<file path="config.mk">
export PLATFORM = sky130hd
export DESIGN_NAME = uart_bus_master
export DESIGN_NICKNAME = d
export VERILOG_FILES = /design/src/rtl/uart_bus_master.sv
export SDC_FILE = /design/constraint.sdc
export NUM_CORES = 1
export LEC_CHECK = 0
export ABC_AREA = 1
export BUFFER_PORTS_ARGS = -buffer_cell sky130_fd_sc_hd__buf_2
export CORE_MARGIN = 2
export CORE_UTILIZATION = 41
export DETAILED_ROUTE_END_ITERATION = 10
export PLACE_DENSITY = 0.7
export SETUP_SLACK_MARGIN = 0.5
export SLEW_MARGIN = 20
export SYNTH_ARGS = -nofsm -noshare
export SYNTH_HDL_FRONTEND = slang
export SYNTH_SLANG_ARGS = --single-unit
</file>
<file path="constraint.sdc">
create_clock -name clk -period 6.1 [get_ports clk]
set_clock_uncertainty 0.1 [all_clocks]
set_input_delay 0.305 -clock clk [delete_from_list [all_inputs] [get_ports clk]]
set_output_delay 0.305 -clock clk [all_outputs]
set_load 0.03 [all_outputs]
</file>
<file path="src/rtl/uart_bus_master.sv">
// Polled bus initiator for a UART DATA/STATUS register pair: drains a TX byte FIFO into DATA
// and forwards bytes read from DATA on a valid/ready port. Stats: UART_BUS_MASTER_STATS_EN.
`timescale 1ns / 1ps

module uart_bus_master #(
  parameter int unsigned FIFO_AW    = 2,
  parameter int unsigned POLL_GAP   = 0,
  parameter int unsigned WR_HOLDOFF = 4
) (
  input  logic        clk,
  input  logic        rst_n,
  input  logic        s_tx_valid,
  input  logic [7:0]  s_tx_data,
  output logic        s_tx_ready,
  output logic        m_rx_valid,
  output logic [7:0]  m_rx_data,
  input  logic        m_rx_ready,
  output logic        bus_cs,
  output logic        bus_we,
  output logic [7:0]  bus_addr,
  output logic [7:0]  bus_wdata,
  input  logic [7:0]  bus_rdata,
  output logic        busy
`ifdef UART_BUS_MASTER_STATS_EN
  ,
  output logic [15:0] tx_count,
  output logic [15:0] rx_count
`endif
);

  localparam int unsigned Depth      = 2 ** FIFO_AW;
  localparam logic [7:0]  AddrData   = 8'h00;
  localparam logic [7:0]  AddrStatus = 8'h01;

  typedef enum logic [2:0] {StIdle, StPoll, StRdData, StWrData, StGap} state_e;

  state_e             state_q;
  logic [7:0]         fifo_mem [Depth];
  logic [FIFO_AW-1:0] wr_ptr_q, rd_ptr_q;
  logic [FIFO_AW:0]   count_q;
  logic [15:0]        holdoff_q;
  logic [15:0]        gap_q;
  logic               push, pop, fifo_empty;

  assign fifo_empty = (count_q == '0);
  assign s_tx_ready = (count_q != (FIFO_AW + 1)'(Depth));
  assign push       = s_tx_valid && s_tx_ready;
  assign pop        = (state_q == StWrData);
  assign busy       = !fifo_empty || (state_q == StRdData) || (state_q == StWrData);

  always_ff @(posedge clk) begin
    if (push) fifo_mem[wr_ptr_q] <= s_tx_data;
  end

  always_ff @(posedge clk or negedge rst_n) begin
    if (!rst_n) begin
      state_q    <= StIdle;
      bus_cs     <= 1'b0;
      bus_we     <= 1'b0;
      bus_addr   <= 8'h00;
      bus_wdata  <= 8'h00;
      m_rx_valid <= 1'b0;
      m_rx_data  <= 8'h00;
      wr_ptr_q   <= '0;
      rd_ptr_q   <= '0;
      count_q    <= '0;
      holdoff_q  <= '0;
      gap_q      <= '0;
    end else begin
      if (push) wr_ptr_q <= wr_ptr_q + FIFO_AW'(1);
      if (pop)  rd_ptr_q <= rd_ptr_q + FIFO_AW'(1);
      if (push && !pop)      count_q <= count_q + (FIFO_AW + 1)'(1);
      else if (pop && !push) count_q <= count_q - (FIFO_AW + 1)'(1);

      // Holdoff masks the stale TX-ready flag while the UART latches the byte.
      if (pop)                     holdoff_q <= 16'(WR_HOLDOFF);
      else if (holdoff_q != '0)    holdoff_q <= holdoff_q - 16'd1;

      if (state_q == StRdData) begin
        m_rx_valid <= 1'b1;
        m_rx_data  <= bus_rdata;
      end else if (m_rx_valid && m_rx_ready) begin
        m_rx_valid <= 1'b0;
      end

      // Unless a branch below overrides it, the next cycle is a STATUS poll.
      state_q  <= StPoll;
      bus_cs   <= 1'b1;
      bus_we   <= 1'b0;
      bus_addr <= AddrStatus;
      case (state_q)
        StPoll: begin
          if (bus_rdata[1] && !m_rx_valid) begin
            state_q  <= StRdData;
            bus_addr <= AddrData;
          end else if (bus_rdata[0] && (holdoff_q == '0) && !fifo_empty) begin
            state_q   <= StWrData;
            bus_we    <= 1'b1;
            bus_addr  <= AddrData;
            bus_wdata <= fifo_mem[rd_ptr_q];
          end else if (POLL_GAP > 0) begin
            state_q <= StGap;
            bus_cs  <= 1'b0;
            gap_q   <= 16'(POLL_GAP - 1);
          end
        end
        StGap: begin
          if (gap_q != '0) begin
            state_q <= StGap;
            bus_cs  <= 1'b0;
            gap_q   <= gap_q - 16'd1;
          end
        end
        default: ;
      endcase
    end
  end

`ifdef UART_BUS_MASTER_STATS_EN
  always_ff @(posedge clk or negedge rst_n) begin
    if (!rst_n) begin
      tx_count <= '0;
      rx_count <= '0;
    end else begin
      if ((state_q == StWrData) && (tx_count != 16'hFFFF)) tx_count <= tx_count + 16'd1;
      if ((state_q == StRdData) && (rx_count != 16'hFFFF)) rx_count <= rx_count + 16'd1;
    end
  end
`endif

endmodule

</file>
* Word level (Yosys, flattened, before mapping)
Memories as Yosys holds them, arrays and structs flattened. A register that Yosys moved wholly into a read port is not among the register bits. Cells that the tools add are included. W data, S select, Z words.
Cells by class: $add $sub $neg 6, multipliers 0, divide/modulo/power cells 0, magnitude comparators 0, equal/unequal tests 5, shift-type cells 0, muxes and demuxes 20, bitwise operators 1, reductions and logical operators 23
Operators by type and width (number):
- $mux W16 | 2
- $reduce_bool A16 Y1 | 2
- $sub A16 B1 Y16 const B | 2
- $logic_not A16 Y1 | 1
- $mux W1 | 12
- $mux W3 | 3
- $logic_and A1 B1 Y1 | 7
- $eq A3 B2 Y1 const B | 2
- $pmux W3 S2 | 1
- $reduce_bool A2 Y1 | 3
- $logic_not A1 Y1 | 5
- $add A2 B1 Y2 const B | 2
- $mux W2 | 2
- $add A3 B1 Y3 const B | 1
- $eq A3 B1 Y1 const B | 1
- $eq A3 B3 Y1 const B | 1
- $logic_not A3 Y1 | 1
- $ne A3 B3 Y1 const B | 1
- $reduce_and A3 Y1 | 1
- $sub A3 B1 Y3 const B | 1
- $logic_or A1 B1 Y1 | 2
- $reduce_and A2 Y1 | 1
- $not A1 Y1 | 1
Storage, ports and cells: register bits 61, bits in latches 0, RAM bits 32, ROM bits 0, output and inout port bits 29, word-level logic and storage cells 67, memories 1
Memories:
- fifo_mem | depth 4, width 8, read ports 1, clocked after memory_dff 1, write ports 1, line 38 | logic [7:0] fifo_mem [Depth];

* Longest topological paths before layout
Gate-level depths: netlist of the first run.
depth after elaboration 6, depth in mapped cells 10, depth with buffers taken out 10

* Worst setup path before layout of the first run
No wires, ideal clock.
path kind register to register, start register count_q[0], end register count_q[1], library setup time 0.125 ns, arrival 2.023 ns, data required time 5.875 ns, slack 3.853 ns, stages on the path, launching flop included 9, buffers on the path 0, period minus slack after synthesis 2.247 ns, path through dfrtp_1 > nor2_1 > nand2_1 > nand2_1 > inv_1 > ha_1 > inv_1 > fa_1 > mux2_2
On the way: cells in the longest elaborated chain, start to end 5, elaborated cells between the ends (all ways) 10, those cells by class add/sub: 2; eq/ne: 1; mux: 2; reduce/logical: 5
RTL lines:
- from (decl) | line 40 | logic [FIFO_AW:0] count_q;
- from (signal assigned) | line 72 | if (push && !pop) count_q <= count_q + (FIFO_AW + 1)'(1);
- from (signal assigned) | line 73 | else if (pop && !push) count_q <= count_q - (FIFO_AW + 1)'(1);
- $ne A3 B3 Y1 (*) | line 46 | assign s_tx_ready = (count_q != (FIFO_AW + 1)'(Depth));
- net s_tx_ready | line 14 | output logic s_tx_ready,
- $logic_and A1 B1 Y1 (*) | line 47 | assign push = s_tx_valid && s_tx_ready;
- net push | line 43 | logic push, pop, fifo_empty;
- $logic_not A1 Y1 | line 73
- $logic_and A1 B1 Y1 | line 73
- $reduce_bool A2 Y1 (no source line)
Mark *: on every way through the listed nets, which the timed path passes. The rest lies on a longest branch. The select of a mux whose other input is x is not followed. A chain may end at the register's enable or synchronous reset.

* Worst setup path after layout of the first run
start register count_q[0], end register count_q[1]
On the way: cells in the longest elaborated chain, start to end 5, elaborated cells between the ends (all ways) 10, those cells by class add/sub: 2; eq/ne: 1; mux: 2; reduce/logical: 5
RTL lines (line):
- $ne A3 B3 Y1 (*) | 46
- $logic_and A1 B1 Y1 (*) | 47
- net push | 43
- $logic_not A1 Y1 | 73
- $logic_and A1 B1 Y1 | 73
- $reduce_bool A2 Y1 (no source line)
Marked as above.

==> results.json, run 1 <==
{
  "status": "completed",
  "max-clock-path-buffers": 2,
  "post_cts_resized": 0,
  "grt_max_degree": 63,
  "clock_power_share_pct": 23.5,
  "routedWlPerCell_um": 12.44,
  "port_buffers": 41,
  "yosysWarnings": 0,
  "ys_seq_area_share_pct": 54.14,
  "slew_viol_final": 0,
  "fin_area_mm2": 0.005248,
  "critPathArrivalTime_ns": 2.35,
  "avgSynthCellArea_um2": 8.907,
  "ys_async_sr_fraction_pct": 65.96,
  "clk_pin_slew_ns": 0.07,
  "synthToLayoutAreaGrowth_pct": 13.08,
  "cts_hold_buf": 0,
  "start_util_pct": 42.44,
  "power_density_mw_per_mm2": 462.8,
  "cts_tree": "built",
  "yosys-top-cells-area": "dfrtp_1 (33%), edfxtp_1 (21%), nand2_1 (9.6%), nor2_1 (7.8%), nand3_1 (4.2%)",
  "seq_power_share_pct": 39.9,
  "gp_congestion": 0.8244,
  "cts_htree_levels": 3,
  "gr-total-overflow": 0,
  "drt_pass1_iterations": 5,
  "p_comb_share_pct": 36.6,
  "finalSetupTns_ns": 0,
  "fin_crit_sh_pct": 36.30,
  "hold_violations": 0,
  "placed_area_mm2": 0.004945,
  "ant_nets": 0,
  "whs_ns": 0.01614,
  "grt_use_total_pct": 16.43,
  "critPathLaunchType": "flop",
  "clock-sinks": 94,
  "hpwl_mm": 6.415,
  "drtIter0Drc": 183,
  "die_w_um": 110.4,
  "synth_top_area_share_pct": 33.43,
  "cts_setup_buffers": 0,
  "min_period_ns": 2.215,
  "first_global_vias": 3373,
  "avgViaCountPerCell": 4.834,
  "layout-drive-gt1-share_pct": 16.67,
  "rsz0062_at_grt": "no",
  "io_pins": 49,
  "p_sw_share_pct": 40.47,
  "grt_antenna_before_repair": 0,
  "max_cap_viol_count": 0,
  "criticalPathCategory": "flop to flop",
  "power.internal_uw": 1446,
  "cts_root_buffer": "clkbuf_16",
  "yosys.area.top_type": "dfrtp_1",
  "synth.distinct_cells": 37,
  "num_rows": 38,
  "peakVddDrop_mv": 0.2760,
  "synth_area_mm2": 0.004641,
  "switching_power_uw": 982.9,
  "die_y_um": 110.4,
  "max_freq_ghz": 0.4516,
  "synth-seq-cells": 94,
  "netlist_instances": 521,
  "synth_edf_count": 32,
  "hold_path_class": "input port to async pin",
  "cts_buffers": 9,
  "vias": 3432,
  "die_area_mm2": 0.01219,
  "core_area_mm2": 0.01094,
  "drcViolationCount": 0,
  "tightestPinTransition_ns": 0.7943,
  "crit_path_max_fanout": 6,
  "required_ns": 6.23,
  "clk_latency_ns": 0.35,
  "slowest_delay_ns": 0.42,
  "worstSetupEndpointType": "flop",
  "crit_path_cell_trace": "nor2_1, nand2_1, nand2_1, inv_1, ha_1, inv_1, fa_1, mux2_2",
  "p_leak_uw": 0.002588,
  "slowest_stage": "dfrtp_1",
  "wirelength_mm": 8.834,
  "pre_cts_slack_ns": 3.882,
  "layout.nets": 595,
  "finalSetupViolations": 0,
  "grt_pass1_wl_mm": 15.29,
  "slew_headroom_pct": 46.85,
  "antennaDiodeCount": 0,
  "synth_flop_cell": "dfrtp_1",
  "timing.final.ws_setup_ns": 3.885
}
## power by group through the flow
stage | Clock (uW) | Combinational [uW] | Sequential (uW)
floorplan | 0 | 585 | 1050
global placement | 0 | 859 | 971
detailed placement | 0 | 893 | 980
CTS | 585 | 896 | 969
global route | 614 | 1000 | 992
finish | 570 | 889 | 970
## through the flow
stage	std cells	utilization, %	power (uW)
after global routing	710	47.99	2607
after detailed placement	694	45.22	1872
after CTS	710	47.99	2450
after global placement	694	45.22	1830
final	710	47.99	2429
after floorplan	527	-	1638
## registers in the layout, summed over array words and instances, names as in the netlist, 2 cells and up
name,flops
rd_ptr_q,2
state_q,3
holdoff_q,16
gap_q,16
bus_wdata,8
count_q,3
fifo_mem,32
m_rx_data,8
wr_ptr_q,2
## synthesized netlist by cell type (6+ instances only)
master    instances
o21ai_0          25
inv_1            45
xnor2_1           6
buf_4             7
nand2_1         119
dfrtp_1          62
o21ai_1           8
nor2_1           96
nand2_2          14
edfxtp_1         32
nand3_1          39
inv_2             6
a21oi_1           6
xor2_1            6
ha_1              9
## routing by layer
| metal | share of wire [%] | global-route usage (%) | routed length (um) |
|---|---|---|---|
| met2 | 49 | 27.04 | 4296 |
| met4 | 1.8 | 7.232 | 161 |
| met3 | 4.1 | 4.409 | 362 |
| met5 | 0 | 0 | 0 |
| met1 | 45 | 20.30 | 4014 |
## cells by family (layout without fill, tap and decap cells)
| logic type | Yosys count | after routing | share of synthesized area (%) |
|---|---|---|---|
| multiplexers | 7 | 7 | 1.698 |
| other | 1 | 7 | 0.08081 |
| AO/OA/AOI/OAI | 42 | 42 | 4.880 |
| adder cells (fa/ha/maj) | 10 | 10 | 2.858 |
| buffers and inverters | 66 | 109 | 6.416 |
| AND/OR/NAND/NOR | 289 | 289 | 27.66 |
| flip-flops | 94 | 94 | 54.14 |
| XOR/XNOR | 12 | 12 | 2.265 |
## final timing paths
check / startpoint / to / slack [ns] / cells past startpoint
setup reg to reg: count_q[0]$_DFFE_PN0P_ / count_q[1]$_DFFE_PN0P_ / 3.89 / 8
setup / recovery: count_q[0]$_DFFE_PN0P_ / count_q[1]$_DFFE_PN0P_ / 3.89 / 8
hold reg to reg: bus_wdata[4]$_DFFE_PN0P_ / bus_wdata[4]$_DFFE_PN0P_ / 0.38 / 2
hold / removal: rst_n / gap_q[3]$_DFFE_PN0P_ / 0.02 / 2
max in group asynchronous: rst_n / m_rx_data[5]$_DFFE_PN0P_ / 5.37 / 2
min in group clk: m_rx_ready / m_rx_valid$_DFFE_PN0P_ / 0.04 / 2
## final cells by class
type                            instances  area (um^2)
Clock buffer                            9        225.2
Clock inverter                          7        77.57
Fill cell                            1057         5688
Inverter                               51        191.4
Multi-Input combinational cell        367         1853
Sequential cell                        94         2512
Tap cell                              140        175.2
Timing Repair Buffer                   42        212.7
## cells in the final DEF (no fill, tap or decap), types with 2 or more instances in the layout
| cell type | n |
|---|---|
| nor2_2 | 4 |
| nand3_1 | 39 |
| inv_2 | 6 |
| mux2_1 | 4 |
| ha_1 | 9 |
| or2_1 | 2 |
| nand3_2 | 2 |
| o21ai_1 | 8 |
| nor2_1 | 96 |
| nand2_1 | 119 |
| nand4_1 | 4 |
| inv_6 | 4 |
| edfxtp_1 | 32 |
| clkbuf_16 | 9 |
| xor2_1 | 6 |
| o21ai_0 | 25 |
| dfrtp_1 | 62 |
| nand2_2 | 14 |
| xnor2_1 | 6 |
| a21oi_1 | 6 |
| mux2_2 | 3 |
| conb_1 | 7 |
| buf_2 | 41 |
| nor2_4 | 4 |
| inv_1 | 45 |
## critical path: cells and delay by family (launching register included)
family | cells | cell delay, ns
flip-flops | 1 | 0.42
buffers and inverters | 2 | 0.20
multiplexers | 1 | 0.26
AND/OR/NAND/NOR | 3 | 0.50
adder cells (fa/ha/maj) | 2 | 0.61
Power figures use the tool's default switching activity.
==> run 2, diff against run 1 <==
--- a/config.mk
+++ b/config.mk
@@ -10,7 +10,7 @@
 export CORE_MARGIN = 2
 export CORE_UTILIZATION = 41
 export DETAILED_ROUTE_END_ITERATION = 10
-export PLACE_DENSITY = 0.7
+export PLACE_DENSITY = 0.72
 export SETUP_SLACK_MARGIN = 0.5
 export SLEW_MARGIN = 20
 export SYNTH_ARGS = -nofsm -noshare
==> constraint.sdc (replaced) <==
create_clock -name clk -period 2 [get_ports clk]
set_clock_uncertainty 0.1 [all_clocks]
set_input_delay 0.1 -clock clk [delete_from_list [all_inputs] [get_ports clk]]
set_output_delay 0.1 -clock clk [all_outputs]
set_load 0.03 [all_outputs]
==> run 2 against run 1 <==
The flow now finishes with violations (hold timing). Sequential power grew to 3.1 times the previous value. First-iteration DRC count rose by 87%. Critical path depth did not move. Die area is the same. Design area increased by 28%. Sequential share of layout area fell by 10 points. Register-to-register slack lost 3.7 ns. Cell count grew 13%. Clock power rose to 3.4 times the previous value. Critical path type unchanged. Critical endpoint unchanged. Largest cell class unchanged. Highest routed layer unchanged.
==> results.json, run 2 (synthesized netlist as in run 1, its figures left out) <==
{
  "status": "complete, but fails checks",
  "violations": "hold timing",
  "reg.largest.list": "fifo_mem x32, gap_q x16, holdoff_q x16",
  "die_w_um": 110.4,
  "dp.cells": 704,
  "required_ns": 2.15,
  "seq_power_share_pct": 30.7,
  "routedWlPerCell_um": 16.88,
  "grt_use_total_pct": 18.37,
  "hold_path_class": "input port to flop",
  "core_area_mm2": 0.01094,
  "fin_crit_sh_pct": 91.59,
  "die_y_um": 110.4,
  "drtIter0Drc": 343,
  "criticalPathCategory": "flop to flop",
  "grt_antenna_before_repair": 0,
  "layout.nets": 686,
  "slowest_delay_ns": 0.42,
  "regMostFlops": "fifo_mem",
  "switching_power_uw": 4109,
  "whs_ns": -0.003080,
  "die_area_mm2": 0.01219,
  "drt_pass1_iterations": 5,
  "grt_pass1_wl_mm": 17.19,
  "cts_htree_levels": 3,
  "p_sw_share_pct": 41.95,
  "port_buffers": 41,
  "num_rows": 38,
  "max-clock-path-buffers": 2,
  "min_period_ns": 1.832,
  "grt_max_degree": 27,
  "antennaDiodeCount": 0,
  "cts_root_buffer": "clkbuf_16",
  "critPathArrivalTime_ns": 1.98,
  "cts_buffers": 9,
  "crit_path_max_fanout": 3,
  "power.internal_uw": 5686,
  "max_cap_viol_count": 0,
  "hold_path_depth": 4,
  "largest_reg_flops": 32,
  "gp_congestion": 0.8216,
  "p_leak_uw": 0.003178,
  "p_comb_share_pct": 49.3,
  "fillCellCount": 812,
  "vias": 4238,
  "avgViaCountPerCell": 5.291,
  "clk_latency_ns": 0.36,
  "reg2regPathDepth": 8,
  "tightestPinTransition_ns": 0.5699,
  "fin_cells": 801,
  "clock-sinks": 94,
  "power_density_mw_per_mm2": 1454,
  "crit_path_cell_trace": "nor2_4, nand2_4, nand2_4, inv_4, ha_4, inv_4, fa_2, mux2_4",
  "slowest_stage": "fa_2",
  "clock_power_share_pct": 20.0,
  "hpwl_mm": 6.596,
  "peakVddDrop_mv": 0.8487,
  "synthToLayoutAreaGrowth_pct": 45.16,
  "finalSetupTns_ns": 0,
  "drcViolationCount": 0,
  "cts_tree": "built",
  "rsz0062_at_grt": "yes",
  "hold_violations": 1,
  "ant_nets": 0,
  "critPathLaunchType": "flop",
  "mostFrequentLayoutCells": "nand2_1 (93), nor2_1 (70), dfrtp_1 (55)",
  "layout-drive-gt1-share_pct": 40.39,
  "slew_headroom_pct": 62.01,
  "gr-total-overflow": 0,
  "wirelength_mm": 13.52,
  "clk_pin_slew_ns": 0.08,
  "finalSetupViolations": 0,
  "layout.cells.most_common": "nand2_1",
  "io_pins": 49,
  "worstSetupEndpointType": "flop",
  "slew_viol_final": 0,
  "first_global_vias": 3670,
  "start_util_pct": 42.44,
  "max_freq_ghz": 0.5459
}
-- run 2: through the flow --
step | utilization, % | area, um^2 | hold slack, ns | total power, uW | setup slack [ns]
finish | 61.60 | 6736 | -0.003080 | 9795 | 0.1683
global route | 61.60 | 6736 | 0.02950 | 10230 | 0.1106
CTS | 54.38 | 5947 | -0.002081 | 8339 | 0.1761
detailed placement | 46.48 | 5082 | 0.01742 | 5870 | 0.06165
global placement | 46.48 | 5082 | 0.00002054 | 5781 | 0.1062
floorplan | - | 4717 | -0.2956 | 5098 | 0.08206
-- run 2: what timing repair did --
action,in CTS,in global routing
hold buffers,18,0
setup buffers,27,31
resized for setup,39,116
pin swaps,16,41
cloned,0,5
endpoints found under the hold margin,62,0
setup endpoints to repair,59,65
-- run 2: area by class of cell --
cell class / count / area (um^2) / share of cell area (%)
flip-flops and latches: 94 / 2521 / 37.43
clock inverters: 7 / 108.9 / 1.616
inverters: 51 / 209.0 / 3.102
multi-input cells: 370 / 2391 / 35.49
repair buffers: 130 / 1106 / 16.42
clock buffers: 9 / 225.2 / 3.343
well taps: 140 / 175.2 / 2.600
-- run 2: worst max-delay path: cells and delay by family, from the launching register on --
family | cells | cell delay [ns]
fa+ha+maj | 2 | 0.57
flops | 1 | 0.41
simple gates | 3 | 0.27
mux | 1 | 0.27
buf+inv | 2 | 0.09
-- run 2: power groups by stage --
stage / logic [uW] / clock network (uW) / registers [uW]
3_5_place_dp: 2890 / 0 / 2980
2_1_floorplan: 1860 / 0 / 3230
3_3_place_gp: 2820 / 0 / 2960
4_1_cts: 3460 / 1950 / 2930
5_1_grt: 5150 / 2040 / 3040
6_report: 4830 / 1950 / 3010
-- run 2: per-layer routing --
metal	up-vias	global-route usage [%]	routed length, um
li1	1937	-	-
met1	2027	23.21	5253
met2	207	31.46	6891
met3	67	3.880	691
met4	0	6.071	687
met5	-	0	0
-- run 2: path summary, 6_finish.rpt --
kind	start	to	slack (ns)
max	count_q[0]$_DFFE_PN0P_	count_q[1]$_DFFE_PN0P_	0.17
min	s_tx_valid	wr_ptr_q[1]$_DFFE_PN0P_	-0.003
max reg2reg	count_q[0]$_DFFE_PN0P_	count_q[1]$_DFFE_PN0P_	0.17
min reg2reg	bus_wdata[7]$_DFFE_PN0P_	bus_wdata[7]$_DFFE_PN0P_	0.38
max in group asynchronous	rst_n	rd_ptr_q[0]$_DFFE_PN0N_	0.96
min in group asynchronous	rst_n	m_rx_data[2]$_DFFE_PN0P_	0.17
